<file path="config.mk">
export PLATFORM = sky130hd
export DESIGN_NAME = spi_burst_shifter
export DESIGN_NICKNAME = d
export VERILOG_FILES = /design/src/rtl/spi_burst_pkg.sv /design/src/rtl/spi_sclk_timer.sv /design/src/rtl/spi_burst_shifter.sv
export SDC_FILE = /design/constraint.sdc
export NUM_CORES = 1
export LEC_CHECK = 0
export ABC_AREA = 1
export ABC_CLOCK_PERIOD_IN_PS = 2300
export BUFFER_PORTS_ARGS = -buffer_cell sky130_fd_sc_hd__buf_2
export CORE_UTILIZATION = 60
export DETAILED_ROUTE_END_ITERATION = 10
export GPL_ROUTABILITY_DRIVEN = 0
export PLACE_DENSITY = 0.87
export SYNTH_ARGS = -nofsm -noshare
export SYNTH_HDL_FRONTEND = slang
export SYNTH_SLANG_ARGS = --single-unit
export TNS_END_PERCENT = 20
</file>
<file path="constraint.sdc">
create_clock -name clk_in -period 2.3 [get_ports clk_in]
set_input_delay 0.46 -clock clk_in [delete_from_list [all_inputs] [get_ports clk_in]]
set_output_delay 0.46 -clock clk_in [all_outputs]
set_load 0.01 [all_outputs]
</file>
<file path="src/rtl/spi_burst_pkg.sv">
// Shared types and width helpers for the SSD1306 serial shift engine.
package spi_burst_pkg;

  typedef enum logic [2:0] {
    IDLE,
    SETUP,
    LEAD,
    TRAIL,
    HOLD,
    GAP
  } state_t;

  localparam int DEF_WIDTH = 8;
  localparam int DEF_DIV   = 2;

  function automatic int cnt_width(input int div);
    return $clog2(div + 1);
  endfunction

  function automatic int idx_width(input int width);
    return $clog2(width + 1);
  endfunction

endpackage

</file>
<file path="src/rtl/spi_sclk_timer.sv">
// SCLK half-period down-counter: reload to DIV-1, expire strobe at terminal count zero.
module spi_sclk_timer #(
  parameter int DIV = 2,
  parameter int CW  = 2
) (
  input  logic clk_i,
  input  logic rst_n_i,
  input  logic load_i,
  output logic expire_o
);

  localparam logic [CW-1:0] RELOAD = CW'(DIV - 1);
  localparam logic [CW-1:0] ONE    = CW'(1);

  logic [CW-1:0] cnt_q, cnt_d;

  always_comb begin
    cnt_d = cnt_q;
    if (load_i) begin
      cnt_d = RELOAD;
    end else if (cnt_q != '0) begin
      cnt_d = cnt_q - ONE;
    end
  end

  always_ff @(posedge clk_i) begin
    if (!rst_n_i) begin
      cnt_q <= '0;
    end else begin
      cnt_q <= cnt_d;
    end
  end

  assign expire_o = (cnt_q == '0);

endmodule

</file>
<file path="src/rtl/spi_burst_shifter.sv">
// Serial shift engine for the SSD1306 bus: one-word holding buffer, divided SCLK, CS#-held bursts.
// state | meaning
// IDLE  | CS# high, waiting for a buffered word
// SETUP | first bit on MOSI, SCLK idle for DIV cycles
// LEAD  | SCLK active, MISO sampled on entry
// TRAIL | SCLK idle, next bit shifted out on entry; word-done decision at expiry
// HOLD  | word done, CS# held low, buffer starved
// GAP   | CS# high guard interval before IDLE
module spi_burst_shifter
  import spi_burst_pkg::*;
#(
  parameter int WIDTH     = DEF_WIDTH,
  parameter int DIV       = DEF_DIV,
  parameter int MSB_FIRST = 1,
  parameter int CPOL      = 0
) (
  input  logic             clk_in,
  input  logic             reset_in,
  input  logic             tx_valid_in,
  output logic             tx_ready_out,
  input  logic [WIDTH-1:0] tx_data_in,
  input  logic             tx_dc_in,
  input  logic             tx_last_in,
  output logic             rx_valid_out,
  output logic [WIDTH-1:0] rx_data_out,
  output logic             busy_out,
  output logic             sclk_out,
  output logic             mosi_out,
  input  logic             miso_in,
  output logic             cs_n_out,
  output logic             dc_out
);

  localparam int              CW        = cnt_width(DIV);
  localparam int              IW        = idx_width(WIDTH);
  localparam logic            SCLK_IDLE = (CPOL != 0);
  localparam logic [IW-1:0]   BITS_DONE = IW'(WIDTH);
  localparam logic [IW-1:0]   BIT_ONE   = IW'(1);

  function automatic logic first_bit(input logic [WIDTH-1:0] w);
    return (MSB_FIRST != 0) ? w[WIDTH-1] : w[0];
  endfunction

  function automatic logic [WIDTH-1:0] shift_out(input logic [WIDTH-1:0] w);
    return (MSB_FIRST != 0) ? {w[WIDTH-2:0], 1'b0} : {1'b0, w[WIDTH-1:1]};
  endfunction

  function automatic logic [WIDTH-1:0] shift_in(input logic [WIDTH-1:0] w, input logic b);
    return (MSB_FIRST != 0) ? {w[WIDTH-2:0], b} : {b, w[WIDTH-1:1]};
  endfunction

  state_t           state_q, state_d;
  logic             buf_full_q, buf_full_d;
  logic [WIDTH-1:0] buf_data_q, buf_data_d;
  logic             buf_dc_q, buf_dc_d;
  logic             buf_last_q, buf_last_d;
  logic             ready_q;
  logic [WIDTH-1:0] tx_sr_q, tx_sr_d;
  logic [WIDTH-1:0] rx_sr_q, rx_sr_d;
  logic [IW-1:0]    bits_q, bits_d;
  logic             last_q, last_d;
  logic             sclk_q, sclk_d;
  logic             mosi_q, mosi_d;
  logic             cs_n_q, cs_n_d;
  logic             dc_q, dc_d;
  logic             rx_valid_q, rx_valid_d;
  logic [WIDTH-1:0] rx_data_q, rx_data_d;
  logic             busy_q;

  logic tmr_load, tmr_expire;
  logic push, pop, load_word, sample, shift;

  spi_sclk_timer #(.DIV(DIV), .CW(CW)) u_timer (
    .clk_i   (clk_in),
    .rst_n_i (reset_in),
    .load_i  (tmr_load),
    .expire_o(tmr_expire)
  );

  always_comb begin
    state_d    = state_q;
    tx_sr_d    = tx_sr_q;
    rx_sr_d    = rx_sr_q;
    bits_d     = bits_q;
    last_d     = last_q;
    mosi_d     = mosi_q;
    cs_n_d     = cs_n_q;
    dc_d       = dc_q;
    rx_valid_d = 1'b0;
    rx_data_d  = rx_data_q;
    tmr_load   = 1'b0;
    load_word  = 1'b0;
    sample     = 1'b0;
    shift      = 1'b0;
    pop        = 1'b0;

    case (state_q)
      IDLE:  if (buf_full_q) load_word = 1'b1;
      SETUP: if (tmr_expire) begin
        state_d = LEAD;
        sample  = 1'b1;
      end
      LEAD: if (tmr_expire) begin
        state_d  = TRAIL;
        tmr_load = 1'b1;
        shift    = (bits_q != BITS_DONE);
      end
      TRAIL: if (tmr_expire) begin
        if (bits_q != BITS_DONE) begin
          state_d = LEAD;
          sample  = 1'b1;
        end else begin
          rx_valid_d = 1'b1;
          rx_data_d  = rx_sr_q;
          if (last_q) begin
            state_d  = GAP;
            cs_n_d   = 1'b1;
            tmr_load = 1'b1;
          end else if (buf_full_q) begin
            load_word = 1'b1;
          end else begin
            state_d = HOLD;
          end
        end
      end
      HOLD:    if (buf_full_q) load_word = 1'b1;
      GAP:     if (tmr_expire) state_d = IDLE;
      default: state_d = IDLE;
    endcase

    if (sample) begin
      tmr_load = 1'b1;
      bits_d   = bits_q + BIT_ONE;
      rx_sr_d  = shift_in(rx_sr_q, miso_in);
    end
    if (shift) begin
      tx_sr_d = shift_out(tx_sr_q);
      mosi_d  = first_bit(tx_sr_d);
    end
    if (load_word) begin
      state_d  = SETUP;
      tmr_load = 1'b1;
      pop      = 1'b1;
      tx_sr_d  = buf_data_q;
      mosi_d   = first_bit(buf_data_q);
      dc_d     = buf_dc_q;
      last_d   = buf_last_q;
      cs_n_d   = 1'b0;
      bits_d   = '0;
    end

    // SCLK is a registered decode of the next state, so it is active exactly while in LEAD.
    sclk_d = (state_d == LEAD) ? ~SCLK_IDLE : SCLK_IDLE;

    push       = tx_valid_in & ready_q;
    buf_full_d = buf_full_q;
    buf_data_d = buf_data_q;
    buf_dc_d   = buf_dc_q;
    buf_last_d = buf_last_q;
    if (pop) buf_full_d = 1'b0;
    if (push) begin
      buf_full_d = 1'b1;
      buf_data_d = tx_data_in;
      buf_dc_d   = tx_dc_in;
      buf_last_d = tx_last_in;
    end
  end

  always_ff @(posedge clk_in) begin
    if (!reset_in) begin
      state_q    <= IDLE;
      buf_full_q <= 1'b0;
      buf_data_q <= '0;
      buf_dc_q   <= 1'b0;
      buf_last_q <= 1'b0;
      ready_q    <= 1'b0;
      tx_sr_q    <= '0;
      rx_sr_q    <= '0;
      bits_q     <= '0;
      last_q     <= 1'b0;
      sclk_q     <= SCLK_IDLE;
      mosi_q     <= 1'b0;
      cs_n_q     <= 1'b1;
      dc_q       <= 1'b0;
      rx_valid_q <= 1'b0;
      rx_data_q  <= '0;
      busy_q     <= 1'b0;
    end else begin
      state_q    <= state_d;
      buf_full_q <= buf_full_d;
      buf_data_q <= buf_data_d;
      buf_dc_q   <= buf_dc_d;
      buf_last_q <= buf_last_d;
      ready_q    <= ~buf_full_d;
      tx_sr_q    <= tx_sr_d;
      rx_sr_q    <= rx_sr_d;
      bits_q     <= bits_d;
      last_q     <= last_d;
      sclk_q     <= sclk_d;
      mosi_q     <= mosi_d;
      cs_n_q     <= cs_n_d;
      dc_q       <= dc_d;
      rx_valid_q <= rx_valid_d;
      rx_data_q  <= rx_data_d;
      busy_q     <= (state_d != IDLE);
    end
  end

  assign tx_ready_out = ready_q;
  assign rx_valid_out = rx_valid_q;
  assign rx_data_out  = rx_data_q;
  assign busy_out     = busy_q;
  assign sclk_out     = sclk_q;
  assign mosi_out     = mosi_q;
  assign cs_n_out     = cs_n_q;
  assign dc_out       = dc_q;

endmodule

</file>
* Yosys cells after proc, flatten, opt, wreduce, memory -nomap -nowiden
Cells that the tools add are included.
** Word-level totals
- Flip-flop bits (word level) :: 51
- Input port bits :: 14
** Operators by class
- Bitwise operators :: 4
- Add/subtract/negate cells :: 2
- Reductions and logical operators :: 15
- Muxes and demuxes :: 42
- Equality and inequality tests :: 8
** Operator list (number)
- $mux 1 :: 28
- $mux 3 :: 8
- $pmux 3 s5 :: 1
- $mux 7 :: 2
- $reduce_bool 2->1 :: 6
- $eq 3x2->1 const B :: 3
- $eq 3x3->1 const B :: 2
- $pmux 1 s2 :: 3
- $reduce_and 3->1 :: 2
- $reduce_or 2->1 :: 3
- $add 4x1->4 const B :: 1
- $ne 4x4->1 const B :: 1
- $reduce_and 4->1 :: 1
- $eq 3x1->1 const B :: 1
- $logic_not 3->1 :: 1
- $not 1->1 :: 3
- $reduce_bool 3->1 :: 1
- $logic_not 2->1 :: 1
- $ne 2x2->1 const B :: 1
- $sub 2x1->2 const B :: 1
- $and 1x1->1 :: 1

* Longest topological paths before layout
Gate-level depths: netlist of run 1.
- Word-level depth :: 9
- Mapped depth :: 10
- Mapped depth without buffers :: 10

* By module
Synthesis of run 1 repeated with hierarchy kept, for this count alone.
** Second synthesis, totals
- Cells, all modules :: 275
- Area total of the unflattened synthesis :: 2083.2 um2
** By module, submodules not included
- spi_burst_shifter :: seq. area each 980.9 um2, area each 1959.4 um2, cells an instance 258, instances 1
- spi_sclk_timer :: seq. area each 40.0 um2, area each 123.9 um2, cells an instance 17, instances 1

* Worst setup path before layout of run 1
Ideal clock, no wire load.
- Kind :: register to register
- From :: register bits_q[0]
- To :: register mosi_q, in the netlist mosi_out
- Setup time :: 0.134 ns
- Stages on the path, launching flop included :: 11
- Required time :: 2.166 ns
- Arrival :: 1.300 ns
- Path slack :: 0.866 ns
- Buffers on the path :: 1
- Clock period less this slack :: 1.434 ns
- Cells stage by stage :: dfxtp_1 -> inv_1 -> ha_1 -> nand2_2 -> nor2_4 -> nand4_4 -> nand2_4 -> buf_12 -> nand2_1 -> nand2_1 -> a21oi_1
** On the way
- Cells in the longest elaborated chain, start to end :: 5
** RTL lines
- from (decl) :: RTL line spi_burst_shifter.sv:60 : logic [IW-1:0] bits_q, bits_d;
- from (signal assigned) :: RTL line spi_burst_shifter.sv:197 : bits_q <= bits_d;
- $ne 4x4->1 (*) :: RTL line spi_burst_shifter.sv:106, spi_burst_shifter.sv:109
- $mux 1 :: RTL line spi_burst_shifter.sv:109 : if (bits_q != BITS_DONE) begin
- $mux 1 :: RTL line spi_burst_shifter.sv:108 : TRAIL: if (tmr_expire) begin
- $pmux 1 s2 :: RTL line spi_burst_shifter.sv:97 : case (state_q)
- $mux 1 or $reduce_bool 2->1 (tied branches)
- to (signal assigned) :: RTL line spi_burst_shifter.sv:200 : mosi_q <= mosi_d;
- to (decl) :: RTL line spi_burst_shifter.sv:63 : logic mosi_q, mosi_d;
Every way passes the cells marked *; elsewhere a longest branch is shown, timed or not.
A chain may end at the register's enable or synchronous reset.

* Worst setup path after layout of run 1
- From :: register bits_q[0]
- To :: register u_timer.cnt_q[1]
** On the way
- Cells in the longest elaborated chain, start to end :: 7
** RTL lines
- $ne 4x4->1 (*) :: RTL line spi_burst_shifter.sv:109
- $mux 1 :: RTL line spi_burst_shifter.sv:109
- $mux 1 :: RTL line spi_burst_shifter.sv:108
- $pmux 1 s2 :: RTL line spi_burst_shifter.sv:97
- $mux 1 :: RTL line spi_burst_shifter.sv:131 : if (sample) begin
- $mux 1 (*) :: RTL line spi_burst_shifter.sv:140 : if (load_word) begin
- $reduce_or 2->1 (no line) (*)
- to (signal assigned) :: RTL line spi_sclk_timer.sv:30 : cnt_q <= cnt_d;
- to (decl) :: RTL line spi_sclk_timer.sv:15 : logic [CW-1:0] cnt_q, cnt_d;
Marks and branches as above.

==> metrics, run 1 <==
run status complete, no violations; post-cts resize count 0; final setup fails 0; Setup Total Neg Slack 0 ps; register bit total from synthesis 51; async set or reset register ratio after synthesis 0; adder-cell area share of the yosys netlist 0.01718; final net count 332; crit path capture type register; Cell Rows 21; Inserted Clock Buffers 5; Yosys top cell area share 0.4674; gr usage total 0.2520; Post-Synthesis Cells 289; layout cells sized above 1 0.1741; HP Class in -> reg; Synth Area in Compound Gates 0.1277; CTS root buf clkbuf_4; core area 3416 um2; pre-CTS setup slack 548.3 ps; worst reg2reg path startpoint bits_q[0]; Post-CTS Hold Buffers 0; Routed WL 4.252 mm; synth unique cells 30; Post-Synth Simple-Gate Area 0.2978; Die Ht 62.34 um; slowest stage delay, CP 360 ps; sequential area share after synthesis 0.4674; CP startpoint bits_q[0]; Slew Viols, Final 0; P_leak 1.073 nW; worst-skew pair later-pin latency 390 ps; PnR worst setup slack 537.1 ps; Worst-Margin Slew 515.7 ps; TritonCTS clock tree yes; GRT overflow 0; H-tree depth 2; antenna cell count 0; DRT antenna net count 0; Setup crit start kind register; HPWL after DPL 3.097 mm; EDFF count, synth 0; top post-synthesis cells by count nor2_1 (62), dfxtp_1 (51), nand2_1 (39), o21ai_0 (30), inv_1 (25); Synth Area in XOR/XNOR 0.004009; Tmin final 1763 ps; chip width 62.34 um; Detailed Routing Iterations Pass 1 5; Critical Path Fanout Max 15; area leader, netlist dfxtp_1; initial antenna violation count 0; drt first-iter violations 105; CP Cell Sequence inv_1, ha_1, nand2_2, nor2_4, nand4_4, nand2_4, inv_2, nand2_1, nor3_1; Residual DRC 0; Critical-path top delay cell dfxtp_1; CP Class reg -> reg; vias per cell 5.110; ranking of synthesized cells by area dfxtp_1 (47%), nor2_1 (11%), o21ai_0 (6.9%), nand2_1 (6.7%), inv_1 (4.3%); Syn Nets 306; Critical Path RT 2590 ps; combinational family with the most area after synthesis simple AND/OR/NAND/NOR gates; most frequent cell after synthesis nor2_1; first-pass GRT wire length 7.617 mm; Port Buffers 28; postcts setup bufs 0; initial core utilization 0.6396; Avg Inst Size Synth 7.559 um2; Longest Clk Path Bufs 2; Cell Area, Synth 2185 um2; CP arrival 2060 ps; vias in the first global route 1733; Final Hold Viols 0; I/O pin cnt 29; fin crit share 0.7665; largest net degree at the start of global routing 34; clock sink count 51; mux cell area share after synthesis 0; hold slack 306.5 ps; Max-slew headroom 0.6552; RSZ-0062 raised after global routing no; DIE AREA 3886 um2; Max VDD drop 0.6871 mV; max-cap viol count 0; post-DR wirelength/cell 11.75 um; pwr dens 789.8 nW/um2; via count 1850; P&R area growth vs syn 8.649%; clock transition at the registers of the reported paths 150 ps; Post-synth top flop dfxtp_1; clock skew 14.77 ps; FMAX 567.2 MHz; Hold Crit Start miso_in; Ys Warns 0
==> critical path, delay by kind of cell, from the launching register on <==
kind                       cells  cell delay, ps
adders and majority gates      1             190
and+or+nand+nor                6             920
DFF                            1             360
buffers and inverters          2             190
==> power by group <==
group,switching [W],internal (W)
registers,0.0000607,0.000987
logic,0.000284,0.000146
clock network,0.000280,0.000118
total,0.000624,0.00125
==> path summary, 6_finish.rpt <==
| path | to | slack (ps) | cells after the start |
|---|---|---|---|
| worst max-delay path | u_timer.cnt_q[1] | 540 | 9 |
| worst min-delay path | rx_sr_q[0] | 310 | 3 |
| worst max register to register | u_timer.cnt_q[1] | 540 | 9 |
| worst min register to register | buf_data_q[2] | 470 | 2 |
==> stage by stage <==
| stage | area, um2 | total power (W) | instances | utilization |
|---|---|---|---|---|
| after CTS | 2374 | 0.001878 | 362 | 0.6949 |
| final | 2374 | 0.001875 | 362 | 0.6949 |
| after floorplan | 2185 | 0.001405 | 289 | - |
| after detailed placement | 2320 | 0.001492 | 354 | 0.6791 |
| after global placement | 2320 | 0.001474 | 354 | 0.6791 |
| after global routing | 2374 | 0.002005 | 362 | 0.6949 |
==> layer usage <==
layer,track usage,share of wire
met2,0.3777,0.44
met5,0,0
met4,0.1163,0.021
met1,0.3458,0.49
met3,0.05515,0.043
==> kinds of logic after synthesis <==
logic type | after synthesis
buffers and inverters | 40
AO/OA/AOI/OAI | 54
XOR/XNOR | 1
AND/OR/NAND/NOR | 140
flip-flops | 51
adder cells (fa/ha/maj) | 3
==> layout make-up <==
class / count / area (um2)
Clock buffer: 6 / 41.29
Clock inverter: 2 / 12.51
Timing Repair Buffer: 29 / 147.6
Inverter: 30 / 117.6
Fill cell: 299 / 1042
Tap cell: 46 / 57.56
Sequential cell: 51 / 1021
Multi-Input combinational cell: 198 / 975.9
==> sequential cells by signal, indices dropped and copies added (netlist names), 2 cells and up <==
signal         flops
buf_data_q         8
rx_data_out        8
rx_sr_q            8
tx_sr_q            7
bits_q             4
state_q            3
u_timer.cnt_q      2
==> layout by cell type (no fill, tap or decap), types with 3 or more instances in the layout <==
cell type	instances
nand3_1	15
nor3_1	3
dfxtp_1	51
a21oi_1	18
clkbuf_4	5
inv_1	25
buf_2	28
nand4_1	8
o21ai_0	30
nor2_1	62
ha_1	3
nand2_1	39
nor2_4	3
inv_2	4
nand2_2	5
o21ai_1	3
Note: power is estimated with default switching activity, not from simulation.
==> run 2, diff against run 1 <==
--- a/config.mk
+++ b/config.mk
@@ -6,12 +6,12 @@
 export NUM_CORES = 1
 export LEC_CHECK = 0
 export ABC_AREA = 1
-export ABC_CLOCK_PERIOD_IN_PS = 2300
+export ABC_CLOCK_PERIOD_IN_PS = 1600
 export BUFFER_PORTS_ARGS = -buffer_cell sky130_fd_sc_hd__buf_2
-export CORE_UTILIZATION = 60
+export CORE_UTILIZATION = 51
 export DETAILED_ROUTE_END_ITERATION = 10
 export GPL_ROUTABILITY_DRIVEN = 0
-export PLACE_DENSITY = 0.87
+export PLACE_DENSITY = 0.79
 export SYNTH_ARGS = -nofsm -noshare
 export SYNTH_HDL_FRONTEND = slang
 export SYNTH_SLANG_ARGS = --single-unit
==> constraint.sdc (replaced) <==
create_clock -name clk_in -period 1.6 [get_ports clk_in]
set_input_delay 0.32 -clock clk_in [delete_from_list [all_inputs] [get_ports clk_in]]
set_output_delay 0.32 -clock clk_in [all_outputs]
set_load 0.01 [all_outputs]
==> run 2 against run 1 <==
  * Sequential power is 43% higher
  * Global-route usage is 4.2 points lower
  * Worst hold slack worse by 63 ps
  * Sequential share of layout area decreased by 4.5 points
  * Core utilization shrank 4.0 points
  * Clock-buffer cell count increased by 1
  * Final area up 12%
  * Critical path depth up 1
  * Critical endpoint is now bits_q[3]
  * Power increased by 63%
  * Sequential cell count stayed put
  * Clock power rose by 95%
==> metrics, run 2 (synthesized netlist as in run 1, its figures left out) <==
Residual DRC 0; post-DR wirelength/cell 12.32 um; HP Class in -> reg; FMAX 626.1 MHz; run status complete, no violations; antenna cell count 0; reg2reg setup slack 3 ps; via count 1966; final setup fails 0; Inserted Clock Buffers 5; gr usage total 0.2095; Port Buffers 28; Die Ht 67.45 um; vias per cell 5.120; GR Util met1 0.2893; clock sink count 51; Detailed Routing Iterations Pass 1 4; reg2reg path depth 10; commonest cells after routing, fill and taps aside nor2_1 (62), dfxtp_1 (50), nand2_1 (34), o21ai_0 (28), buf_2 (28); reg2reg end bits_q[3]; GR Util met3 0.05068; initial antenna violation count 0; HPWL after DPL 3.000 mm; GRT busiest layer met2; CP Class reg -> reg; worst-skew pair later-pin latency 310 ps; Critical Path Fanout Max 12; pre-CTS setup slack -36.65 ps; clock transition at the registers of the reported paths 90 ps; RSZ-0062 raised after global routing yes; PnR worst setup slack 2.783 ps; Area after DPL 2400 um2; Setup crit start kind register; drt first-iter violations 99; Final Hold Viols 0; P_leak 1.228 nW; post-route cell area 2656 um2; CP endpoint bits_q[3]; worst reg2reg path startpoint u_timer.cnt_q[0]; Worst-Margin Slew 468.7 ps; DIE AREA 4550 um2; initial core utilization 0.5384; I/O pin cnt 29; clock skew 5.737 ps; largest net degree at the start of global routing 22; Critical Path RT 1840 ps; Post-CTS Hold Buffers 0; commonest non-fill, non-tap cell in the layout nor2_1; TritonCTS clock tree yes; GRT overflow 0; core area 4058 um2; Max VDD drop 0.6692 mV; CTS root buf clkbuf_8; Longest Clk Path Bufs 2; Routed WL 4.732 mm; P&R area growth vs syn 21.59%; placed cell count 368; CP arrival 1840 ps; fin crit share 0.9983; Non-Filler Instances 384; H-tree depth 2; pwr dens 1151 nW/um2; max-cap viol count 0; Slew Viols, Final 0; hold slack 243.4 ps; layout cells sized above 1 0.2575; Cell Rows 23; Setup Total Neg Slack 0 ps; CP startpoint u_timer.cnt_q[0]; met2 GRT Util 0.3000; chip width 67.45 um; Tmin final 1597 ps; DRT antenna net count 0; crit path capture type register; Max-slew headroom 0.6868; vias in the first global route 1569; final net count 350; first-pass GRT wire length 7.093 mm
==> run 2: per-stage QoR <==
| stage | util | power (W) |
|---|---|---|
| after floorplan | - | 0.002020 |
| after global placement | 0.5914 | 0.002154 |
| after detailed placement | 0.5914 | 0.002177 |
| after CTS | 0.6164 | 0.002950 |
| after global routing | 0.6546 | 0.003229 |
| final | 0.6546 | 0.003057 |
==> run 2: how the worst min path moves through the flow <==
stage | to | cells after the start | start
floorplan | buf_data_q[4] | 2 | buf_data_q[4]
global placement | buf_data_q[4] | 2 | buf_data_q[4]
detailed placement | buf_data_q[2] | 2 | buf_data_q[2]
CTS | rx_sr_q[0] | 3 | miso_in
global route | rx_sr_q[0] | 3 | miso_in
finish | rx_sr_q[0] | 3 | miso_in
==> run 2: layout make-up <==
cell class,instances,area [um2]
multi-input cells,199,1062
well taps,50,62.56
clock buffers,7,86.33
fillers,320,1401
repair buffers,46,291.5
flip-flops and latches,51,1022
clock inverters,1,8.758
inverters,30,122.6
==> run 2: per-layer routing <==
metal | up-vias | part of all wire
li1 | 1025 | -
met1 | 877 | 0.47
met2 | 56 | 0.46
met3 | 8 | 0.054
met4 | 0 | 0.019
met5 | - | 0
==> run 2: repair_timing <==
| action | 4_1_cts | 5_1_grt |
|---|---|---|
| cloned | 0 | 1 |
| pin swaps | 0 | 8 |
| setup endpoints to repair | 7 | 28 |
| resized for setup | 3 | 21 |
| endpoints found under the hold margin | 0 | 0 |
| setup buffers | 0 | 7 |
==> run 2: critical path, stage by stage (launching register included) <==
cell	delay [ps]
dfxtp_1	330
inv_1	100
ha_4	180
nand2_2	60
nor2_1	190
nand2_1	170
nand2_4	140
inv_4	80
nor2_1	100
nand2_1	60
a21oi_1	140
==> run 2: where the power goes <==
group | total [W] | switching [W] | internal (W)
Clock | 0.000778 | 0.000423 | 0.000355
Combinational | 0.000776 | 0.000468 | 0.000308
Sequential | 0.00150 | 0.0000848 | 0.00142
==> run 3, diff against run 2 <==
--- a/config.mk
+++ b/config.mk
@@ -8,10 +8,12 @@
 export ABC_AREA = 1
 export ABC_CLOCK_PERIOD_IN_PS = 1600
 export BUFFER_PORTS_ARGS = -buffer_cell sky130_fd_sc_hd__buf_2
-export CORE_UTILIZATION = 51
+export CELL_PAD_IN_SITES_DETAIL_PLACEMENT = 0
+export CELL_PAD_IN_SITES_GLOBAL_PLACEMENT = 1
+export CORE_UTILIZATION = 37
 export DETAILED_ROUTE_END_ITERATION = 10
 export GPL_ROUTABILITY_DRIVEN = 0
-export PLACE_DENSITY = 0.79
+export PLACE_DENSITY = 0.78
 export SYNTH_ARGS = -nofsm -noshare
 export SYNTH_HDL_FRONTEND = slang
 export SYNTH_SLANG_ARGS = --single-unit
==> run 3 against run 2 <==
  * Power fell by 1.6%
  * Sequential share of layout area is 0.36 points lower
  * Die area up 37%
  * Worst setup slack better by 65 ps
  * Wire length grew 6.5%
  * Clock skew grew 2.6 ps
  * Via count fell by 0.41%
  * Clock-buffer cell count shrank 1
  * Non-clock buffer count unchanged
  * Sequential power hardly changed
  * Critical path depth is the same
  * Critical endpoint is now mosi_out
==> metrics, run 3 (synthesized netlist as in run 1, its figures left out) <==
slowest stage delay, CP 350 ps; hold slack 228.2 ps; CP Class reg -> reg; initial core utilization 0.3896; Max VDD drop 0.5349 mV; antenna cell count 0; Final Hold Viols 0; CP startpoint bits_q[1]; initial antenna violation count 0; commonest cells after routing, fill and taps aside nor2_1 (60), dfxtp_1 (50), nand2_1 (35), o21ai_0 (30), buf_2 (29); Cell Rows 27; post-DR wirelength/cell 12.38 um; worst reg2reg path startpoint bits_q[1]; # fillers 607; Setup crit start kind register; pwr dens 1122 nW/um2; run status complete, no violations; via count 1958; P&R area growth vs syn 22.74%; chip width 78.84 um; register area 1022 um2; TritonCTS clock tree yes; Critical-path top delay cell dfxtp_2; CP Cell Sequence inv_2, ha_4, nand2_4, nor2_4, nand4_4, buf_6, buf_6, nand3_1, nand2_1, a21oi_1; clock sink count 51; Port Buffers 28; P_leak 1.203 nW; gr usage total 0.1663; pre-CTS setup slack 3.074 ps; Residual DRC 0; Finished Core Util 0.4781; I/O pin cnt 29; final setup fails 0; drt first-iter violations 100; largest net degree at the start of global routing 19; Longest Clk Path Bufs 2; vias in the first global route 1719; max-cap viol count 0; H-tree depth 2; HPWL after DPL 3.286 mm; critical path's most frequent cell buf_6; post-route cell area 2681 um2; CP arrival 1770 ps; PnR worst setup slack 67.39 ps; FMAX 652.5 MHz; core area 5608 um2; DRT antenna net count 0; DIE AREA 6216 um2; Slew Viols, Final 0; Critical Path RT 1840 ps; final net count 351; vias per cell 4.811; crit path capture type register; Area after DPL 2450 um2; Multi-input gate area 1064 um2; Worst-Margin Slew 485.9 ps; crit-path leading delay family simple AND/OR/NAND/NOR gates; first-pass GRT wire length 8.073 mm; Tmin final 1533 ps; layout cells sized above 1 0.2657; clock transition at the registers of the reported paths 100 ps; Routed WL 5.038 mm; Max-slew headroom 0.6757; Inserted Clock Buffers 5; Buf/Inv on CP 3; CTS root buf clkbuf_8; clock skew 8.322 ps; commonest non-fill, non-tap cell in the layout nor2_1; fin crit share 0.9579; GRT overflow 0; Critical Path Fanout Max 5; HP Class in -> reg; Hold Crit Start miso_in; Die Ht 78.84 um; Detailed Routing Iterations Pass 1 4; RSZ-0062 raised after global routing yes; worst-skew pair later-pin latency 300 ps
-- run 3: cell count changes in the layout (fill, tap and decap cells not counted), sizes merged --
cell      delta
clkinvlp     +1
clkbuf       -1
nand3        +1
-- run 3: cell type report --
class                      count  area share
multi-input combinational    200      0.3966
sequential                    51      0.3812
timing repair buffer          46      0.1101
inverter                      30     0.04666
tap                           72     0.03360
clock buffer                   6     0.02706
clock inverter                 2    0.004666
-- run 3: repair_timing --
| action | in CTS | in global routing |
|---|---|---|
| setup buffers | 0 | 3 |
| endpoints found under the setup margin | 1 | 33 |
| hold buffers | 0 | 0 |
| pin swaps | 0 | 9 |
| endpoints found under the hold margin | 0 | 0 |
| resized for setup | 1 | 27 |
| gates cloned | 0 | 3 |
-- run 3: metal layers --
| layer | up-vias | global-route usage | wire [um] |
|---|---|---|---|
| li1 | 1026 | - | - |
| met3 | 4 | 0.03448 | 209 |
| met2 | 49 | 0.2470 | 2220 |
| met4 | 0 | 0.06000 | 72 |
| met1 | 879 | 0.2368 | 2536 |
| met5 | - | 0 | 0 |
-- run 3: report_power, final --
group | total [W] | switching [W] | internal, W | leakage [nW]
Combinational | 0.000764 | 0.000459 | 0.000305 | 0.745
Sequential | 0.00150 | 0.0000871 | 0.00142 | 0.416
Clock | 0.000741 | 0.000434 | 0.000307 | 0.0412
Total | 0.00301 | 0.000980 | 0.00203 | 1.20
-- run 3: final timing paths --
check | endpoint | slack (ps) | depth (start not counted)
worst max register to register | mosi_out | 70 | 10
worst min register to register | buf_data_q[4] | 460 | 2
worst max-delay path | mosi_out | 70 | 10
worst min-delay path | rx_sr_q[0] | 230 | 3
-- run 3: worst register-to-register path, stage by stage, from the launching register on --
cell	delay (ps)
dfxtp_2	350
inv_2	70
ha_4	150
nand2_4	50
nor2_4	190
nand4_4	150
buf_6	180
buf_6	120
nand3_1	60
nand2_1	50
a21oi_1	100
-- run 3: through the flow --
stage,std cells,total power (W),setup TNS [ps]
6_report,407,0.003009,0
4_1_cts,401,0.002932,0
3_5_place_dp,393,0.002200,0
5_1_grt,407,0.003197,-80.28
3_3_place_gp,393,0.002190,0
2_1_floorplan,289,0.002020,0
